===== src/rtl/cdc_pkg.sv =====
// Shared types and constants for the toggle req/ack clock-domain crossing.
package cdc_pkg;

  // Source-side handshake FSM states.
  typedef enum logic [0:0] {
    IDLE     = 1'b0,
    WAIT_ACK = 1'b1
  } state_e;

  // Fewer flops than this does not give a usable metastability settling window.
  localparam int SYNC_STAGES_MIN = 2;

  // Wait-counter width: one bit of headroom so the saturated value always lies
  // above TIMEOUT-1, which makes the timeout match fire once per transfer.
  function automatic int cnt_width(input int timeout);
    return $clog2(timeout + 1) + 1;
  endfunction

endpackage


===== src/rtl/cdc_sync_bit.sv =====
// Single-bit multi-flop synchronizer with async active-high reset.
// Used on the returning ack toggle; the receive side can reuse it for req.
module cdc_sync_bit
  import cdc_pkg::*;
#(
  parameter int STAGES = 3
) (
  input  logic clk,
  input  logic reset,
  input  logic d,
  output logic q
);

  // Requests below the minimum depth are raised to it rather than silently
  // producing a chain too short to be safe.
  localparam int N = (STAGES < SYNC_STAGES_MIN) ? SYNC_STAGES_MIN : STAGES;

  logic [N-1:0] chain;

  // Shift the asynchronous input through the chain; only the last flop is used.
  always_ff @(posedge clk or posedge reset) begin
    if (reset) chain <= '0;
    else       chain <= {chain[N-2:0], d};
  end

  assign q = chain[N-1];

endmodule


===== src/rtl/cdc_handshake_tx.sv =====
// Source half of a two-phase (toggle) req/ack crossing for a DW-bit word.
// A word is captured into tx_data, tx_req toggles, and the block waits until
// the synchronized ack toggle catches up with tx_req before taking the next one.
module cdc_handshake_tx
  import cdc_pkg::*;
#(
  parameter int DW          = 32,
  parameter int SYNC_STAGES = 3,
  parameter int TIMEOUT     = 0
) (
  input  logic          clk,
  input  logic          reset,
  input  logic          in_valid,
  input  logic [DW-1:0] in_data,
  output logic          in_ready,
  output logic [DW-1:0] tx_data,
  output logic          tx_req,
  input  logic          tx_ack,
  output logic          done,
  output logic          timeout,
  output logic          proto_err
);

  localparam int CW = cnt_width(TIMEOUT);

  state_e        state, state_nxt;
  logic [CW-1:0] cnt;
  logic          ack_s;
  logic          ack_match;
  logic          accept;
  logic          perr_armed;
  logic          perr_fire;

  // The raw ack never touches logic; only the synchronized copy does.
  cdc_sync_bit #(
    .STAGES (SYNC_STAGES)
  ) u_ack_sync (
    .clk   (clk),
    .reset (reset),
    .d     (tx_ack),
    .q     (ack_s)
  );

  // With two-phase signalling a transfer is complete when ack has caught up with req.
  assign ack_match = (ack_s == tx_req);

  // State register.
  always_ff @(posedge clk or posedge reset) begin
    if (reset) state <= IDLE;
    else       state <= state_nxt;
  end

  // Next state, ready and accept decode.
  always_comb begin
    state_nxt = state;
    in_ready  = 1'b0;
    accept    = 1'b0;
    case (state)
      IDLE: begin
        in_ready = 1'b1;
        if (in_valid) begin
          accept    = 1'b1;
          state_nxt = WAIT_ACK;
        end
      end
      WAIT_ACK: begin
        if (ack_match) state_nxt = IDLE;
      end
      default: state_nxt = IDLE;
    endcase
  end

  // Crossing outputs come straight from these flops; they only change on accept,
  // so they are stable for the whole time the far side may be sampling them.
  always_ff @(posedge clk or posedge reset) begin
    if (reset) begin
      tx_data <= '0;
      tx_req  <= 1'b0;
    end else if (accept) begin
      tx_data <= in_data;
      tx_req  <= ~tx_req;
    end
  end

  // Cycles spent waiting for ack; saturates so a hung transfer cannot wrap
  // around and pulse timeout a second time.
  always_ff @(posedge clk or posedge reset) begin
    if (reset)                                  cnt <= '0;
    else if (accept)                            cnt <= '0;
    else if (state == WAIT_ACK && cnt != '1)    cnt <= cnt + 1'b1;
  end

  // Completion pulse lands in the first IDLE cycle, alongside in_ready.
  always_ff @(posedge clk or posedge reset) begin
    if (reset) done <= 1'b0;
    else       done <= (state == WAIT_ACK) && ack_match;
  end

  // An ack toggle while idle is reported once, then ignored until ack and req
  // agree again, so a single stray toggle yields a single error pulse.
  assign perr_fire = (state == IDLE) && !ack_match && perr_armed;

  // Error pulse register and its re-arm flag.
  always_ff @(posedge clk or posedge reset) begin
    if (reset) begin
      proto_err  <= 1'b0;
      perr_armed <= 1'b1;
    end else begin
      proto_err <= perr_fire;
      if (ack_match)      perr_armed <= 1'b1;
      else if (perr_fire) perr_armed <= 1'b0;
    end
  end

  // Timeout is advisory only: the block keeps waiting, because abandoning a
  // toggle handshake mid-flight would desynchronize req and ack.
  // An ack arriving in the threshold cycle wins and the pulse is suppressed.
  generate
    if (TIMEOUT == 0) begin : g_no_timeout
      assign timeout = 1'b0;
    end else begin : g_timeout
      assign timeout = (state == WAIT_ACK) && (cnt == CW'(TIMEOUT - 1)) && !ack_match;
    end
  endgenerate

endmodule


===== config.mk =====
export PLATFORM = sky130hd
export DESIGN_NAME = cdc_handshake_tx
export DESIGN_NICKNAME = d
export VERILOG_FILES = /design/src/rtl/cdc_pkg.sv /design/src/rtl/cdc_sync_bit.sv /design/src/rtl/cdc_handshake_tx.sv
export SDC_FILE = /design/constraint.sdc
export NUM_CORES = 1
export LEC_CHECK = 0
export ABC_CLOCK_PERIOD_IN_PS = 2500
export CAP_MARGIN = 40
export CORE_MARGIN = 2
export CORE_UTILIZATION = 44
export DETAILED_ROUTE_END_ITERATION = 6
export GPL_TIMING_DRIVEN = 0
export PLACE_DENSITY = 0.84
export SYNTH_ARGS = -nofsm -noshare
export SYNTH_HDL_FRONTEND = slang
export SYNTH_SLANG_ARGS = --single-unit

===== constraint.sdc =====
create_clock -name clk -period 2.5 [get_ports clk]
set_input_delay 0.375 -clock clk [delete_from_list [all_inputs] [get_ports clk]]
set_output_delay 0.375 -clock clk [all_outputs]
set_load 0.05 [all_outputs]

Yosys cells after proc, flatten, opt, wreduce, memory -nomap -nowiden
Index checks and enable logic that the tools add are counted.

cells by class
  reduce and logical (&&, ||, !) cells = 5
  bitwise gates (word level) = 2
  equality and inequality tests = 1
  muxes and demuxes = 7

operator list
  cell                                count
  2-to-1 mux 1 bit                    6
  logical AND 1 bit                   3
  inverter 1 bit                      2
  one-hot mux 1 bit (2 select lines)  1
  nonzero test 2 bit                  1
  == test 1 bit                       1
  logical NOT 1 bit                   1

storage, ports and cells
  flip-flop bits (word level) = 40
  logic and storage cells = 22
  bits of input ports = 36

Depth between registers and ports, before layout
  depth in word-level cells = 6
  depth in mapped cells = 4
  depth with buffers taken out = 2

Cells and area by module
Synthesis repeated with hierarchy kept, for this count alone.

unflattened totals
  cells, all modules = 89
  area total of the unflattened synthesis = 1624.1 um^2

modules (own cells, without submodules)
  module            times used  sequential area each (um^2)  cells each  area each (um^2)
  cdc_handshake_tx  1           927.1                        85          1545.2
  cdc_sync_bit      1           75.1                         4           78.8

Worst setup path before layout
Ideal clock, no wire load.

  path kind = reg-to-reg
  start = reg state
  end = reg tx_data[0]
  period minus slack after synthesis = 1.237 ns
  buffers on the path = 2
  stages on the path, launching flop included = 5
  library setup time = 0.125 ns
  arrival time = 1.112 ns
  path slack = 1.263 ns
  path through = dfrtp_1 > nor2b_2 > buf_6 > buf_12 > mux2_4

between the ends
  word-level cells in the longest chain between the ends = 1

ends and longest elaborated chain
  item                    RTL line                text
  start, declared         cdc_handshake_tx.sv:26  state_e state, state_nxt;
  start signal, assigned  cdc_handshake_tx.sv:50  else state <= state_nxt;
  2-to-1 mux 1 bit        cdc_handshake_tx.sv:58  case (state)
  end signal, assigned    cdc_handshake_tx.sv:80  tx_data <= in_data;
  end, declared           cdc_handshake_tx.sv:16  output logic [DW-1:0] tx_data,

Every way passes these cells.
A chain may end at the register's enable or synchronous reset.

Worst setup path in the final report
  start = reg state
  end = out in_ready

between the ends
  word-level cells in the longest chain between the ends = 1

ends and longest elaborated chain
  item              RTL line                text
  2-to-1 mux 1 bit  cdc_handshake_tx.sv:58
  end, declared     cdc_handshake_tx.sv:15  output logic in_ready,

Every way passes these cells.

==> summary.log <==
[floorplan] die area 0.00418 mm²
[setup_path] cell family with most CP delay buffers and inverters
[hold_path] worst hold path type reg2reg
[setup_path] nature of the critical path startpoint register
[clocking] clock latency reported for the late side of the worst-skew pair 0.28 ns
[sta] actual slew at the worst max-slew pin 0.803 ns
[floorplan] overall die width 64.7 µm
[global_routing] overall fraction of global-route tracks in use 16.9%
[synth] portion of the post-synthesis area used by sequential elements 61.9%
[clocking] total of cells resized after clock tree synthesis 0
[clocking] CTS Buf Count 5
[setup_path] end of the worst register-to-register path tx_data[16]$_DFFE_PP0P_
[setup_path] CP max-delay cell sky130_fd_sc_hd__clkdlybuf4s50_1
[clocking] CTS Sinks 40
[setup_path] sum of buffers and inverters on the critical path 2
[synth] Syn Std Cell Area 0.00162 mm²
[clocking] buffer type at the clock tree root sky130_fd_sc_hd__clkbuf_8
[synth] synthesized area per cell 18.4 µm²
[sta] count of final setup violators 0
[floorplan] Core ar. 0.00361 mm²
[setup_path] type of the worst setup path reg2out
[clocking] count of buffers added by post-CTS timing repair for setup 0
[synth] most repeated cell in the gate-level netlist after synthesis sky130_fd_sc_hd__dfrtp_1
[sta] post-route fraction of the period consumed by the critical path 79.2%
[setup_path] ordered cell list for the critical path inv_1 > clkdlybuf4s50_1
[sta] headroom to the max-slew limit 46.4%
[setup_path] category of the worst setup path capture point output pin
[floorplan] Starting Density 44.9%
[cells_and_area] synthesis-to-layout area growth 53.3%
[setup_path] RR Startpoint state$_DFF_PP0_
[route] DR vias 971
[synth] nets in the synthesized netlist 124
[hold_path] launch instance of the worst min-delay path u_ack_sync.chain[1]$_DFF_PP0_
[global_routing] pin count of the biggest net entering global routing 41
[route] final wirelength 3200 µm
[setup_path] worst reg2reg setup slack 1.19 ns
[route] number of design-rule violations left by the first detailed-router iteration 41
[floorplan] top-level I/O count 73
[clocking] post-CTS clock slew at the launch and capture registers of the worst setup and hold paths 0.07 ns
[run_status] outcome complete, no violations
[cells_and_area] final layout net count 202
[route] remaining routing DRC violations 0
[synth] Commonest cells post-synth 39 x sky130_fd_sc_hd__dfrtp_1, 29 x sky130_fd_sc_hd__mux2_4, 3 x sky130_fd_sc_hd__buf_12, 3 x sky130_fd_sc_hd__mux2_2, 2 x sky130_fd_sc_hd__inv_1
[clocking] H-tree depth 2
[sta] worst-case clock skew 0.00323 ns
[synth] number of warnings reported in the yosys synthesis log 0
[synth] Seq cells post-synth 40
[global_routing] global-route wire length before repair 5320 µm
[hold_path] worst hold stages 0
[global_routing] vias in the first global route 1,052
[route] number of detailed-route iterations in the first pass 4
[synth] most used flip-flop cell after synthesis sky130_fd_sc_hd__dfrtp_1
[route] average wire per standard cell 14.9 µm
[sta] Slew Viols, Final 0
[setup_path] critical path data required time 2.12 ns
[setup_path] arrival time reported for the critical path endpoint 1.61 ns
[sta] setup TNS 0 ns
[global_routing] total grt overflow 0
[sta] post-layout minimum cycle time 1.98 ns
[cells_and_area] fraction of layout instances using a drive strength above 1 29.9%
[place] sum of net half-perimeters after detailed placement 2270 µm
[global_routing] antenna violations before repair 0
[route] per-cell via count in the routed design 4.52
[synth] count of distinct cell types in the synthesized netlist 17
[setup_path] critical path's largest stage delay 0.79 ns
[hold_path] Endpoint, Worst Hold u_ack_sync.chain[2]$_DFF_PP0_
[floorplan] Row Count 22
[synth] cell taking the most area after synthesis sky130_fd_sc_hd__dfrtp_1
[synth] instance count of the mapped netlist 88
[sta] Max Freq 505 MHz
[cells_and_area] final antenna diode count 0
[synth] portion of synthesized cell area occupied by the leading cell type 60.2%
[route] DRT antenna net count 0
[synth] largest cells by area after synthesis sky130_fd_sc_hd__dfrtp_1 60%, sky130_fd_sc_hd__mux2_4 27%, sky130_fd_sc_hd__buf_12 3.7%
[clocking] number of buffers inserted for hold repair after clock tree synthesis 0
[clocking] CTS max path bufs 2
[setup_path] largest fanout of any net on the critical path 7
[clocking] clock tree from TritonCTS done
[sta] setup repair after global routing missed its margin no
[setup_path] depth of the most critical reg-to-reg path 4
[sta] number of hold violations in the final report 0
[place] count of input and output buffers 71
[synth] Post-synth EDFFs 0
[place] weighted congestion reported at the end of routability-driven placement 0.673
[synth] Post-synth ARST share 100%
[floorplan] height of the die 64.7 µm
[job] number of maximum-capacitance violations 0
## layout by cell type (no fill, tap or decap)
cell and instances:
sky130_fd_sc_hd__inv_2 1, sky130_fd_sc_hd__nor2_1 1, sky130_fd_sc_hd__conb_1 1, sky130_fd_sc_hd__mux2_4 29, sky130_fd_sc_hd__a21o_2 1, sky130_fd_sc_hd__buf_4 1, sky130_fd_sc_hd__clkinv_2 2, sky130_fd_sc_hd__mux2_2 3
sky130_fd_sc_hd__nor3b_1 1, sky130_fd_sc_hd__clkdlybuf4s50_1 71, sky130_fd_sc_hd__dfstp_2 1, sky130_fd_sc_hd__dfrtp_1 39, sky130_fd_sc_hd__buf_12 3, sky130_fd_sc_hd__buf_6 1, sky130_fd_sc_hd__a21oi_1 1, sky130_fd_sc_hd__xnor2_1 1
sky130_fd_sc_hd__clkbuf_8 6, sky130_fd_sc_hd__nor2b_2 1, sky130_fd_sc_hd__inv_1 1, sky130_fd_sc_hd__xor2_1 1, sky130_fd_sc_hd__and2_2 1
## cell families (layout without fill, tap and decap cells)
family                    Yosys count  after routing  synth area share (%)
DFF                                40             40                  61.9
and+or+nand+nor                     4              4                  1.70
xor gates and xnor gates            2              2                  1.08
buffers and inverters               7             86                  5.33
other                               1              1                 0.231
muxes                              32             32                  29.0
AOI/OAI and AO/OA                   2              2                 0.849
## stage by stage
step	std cells	hold WS (ns)	utilization (%)	instance area, µm²	setup slack (ns)
3_3_place_gp	207	0.336	66.3	2390	0.466
3_5_place_dp	207	0.341	66.3	2390	0.752
6_report	215	0.355	68.9	2480	0.520
4_1_cts	215	0.357	68.9	2480	0.508
2_1_floorplan	88	0.331	-	1620	1.21
5_1_grt	215	0.369	68.9	2480	0.469
## layer usage
metal / up-vias / GRT usage, % / part of all wire [%]
met5: - / 0 / 0
met1: 471 / 21.9 / 44
met3: 6 / 3.82 / 6.7
li1: 446 / - / -
met4: 0 / 6.38 / 1.5
met2: 48 / 27.6 / 47
## layout make-up
class,instances,area [µm²]
Fill cell,240,1120
Sequential cell,40,1000
Timing Repair Buffer,71,711
Multi-Input combinational cell,41,532
Clock buffer,6,82.6
Buffer,5,78.8
Tap cell,48,60.1
Clock inverter,2,10.0
Inverter,2,7.51
## flip-flops by register name (all words and copies together), names as in the netlist
| name | flops |
|---|---|
| done | 1 |
| perr_armed | 1 |
| proto_err | 1 |
| state | 1 |
| tx_data | 32 |
| tx_req | 1 |
| u_ack_sync.chain | 3 |
## how the worst max path moves through the flow
stage	from	endpoint	cells past startpoint
finish	state$_DFF_PP0_	in_ready	2
global route	state$_DFF_PP0_	in_ready	2
CTS	state$_DFF_PP0_	in_ready	2
detailed placement	in_valid	tx_data[24]$_DFFE_PP0P_	5
global placement	reset	u_ack_sync.chain[0]$_DFF_PP0_	2
floorplan	reset	done$_DFF_PP0_	1
Power is left out: the tool's default activity adds up to more than one toggle a clock period on the data nets, which glitch-free logic cannot reach.
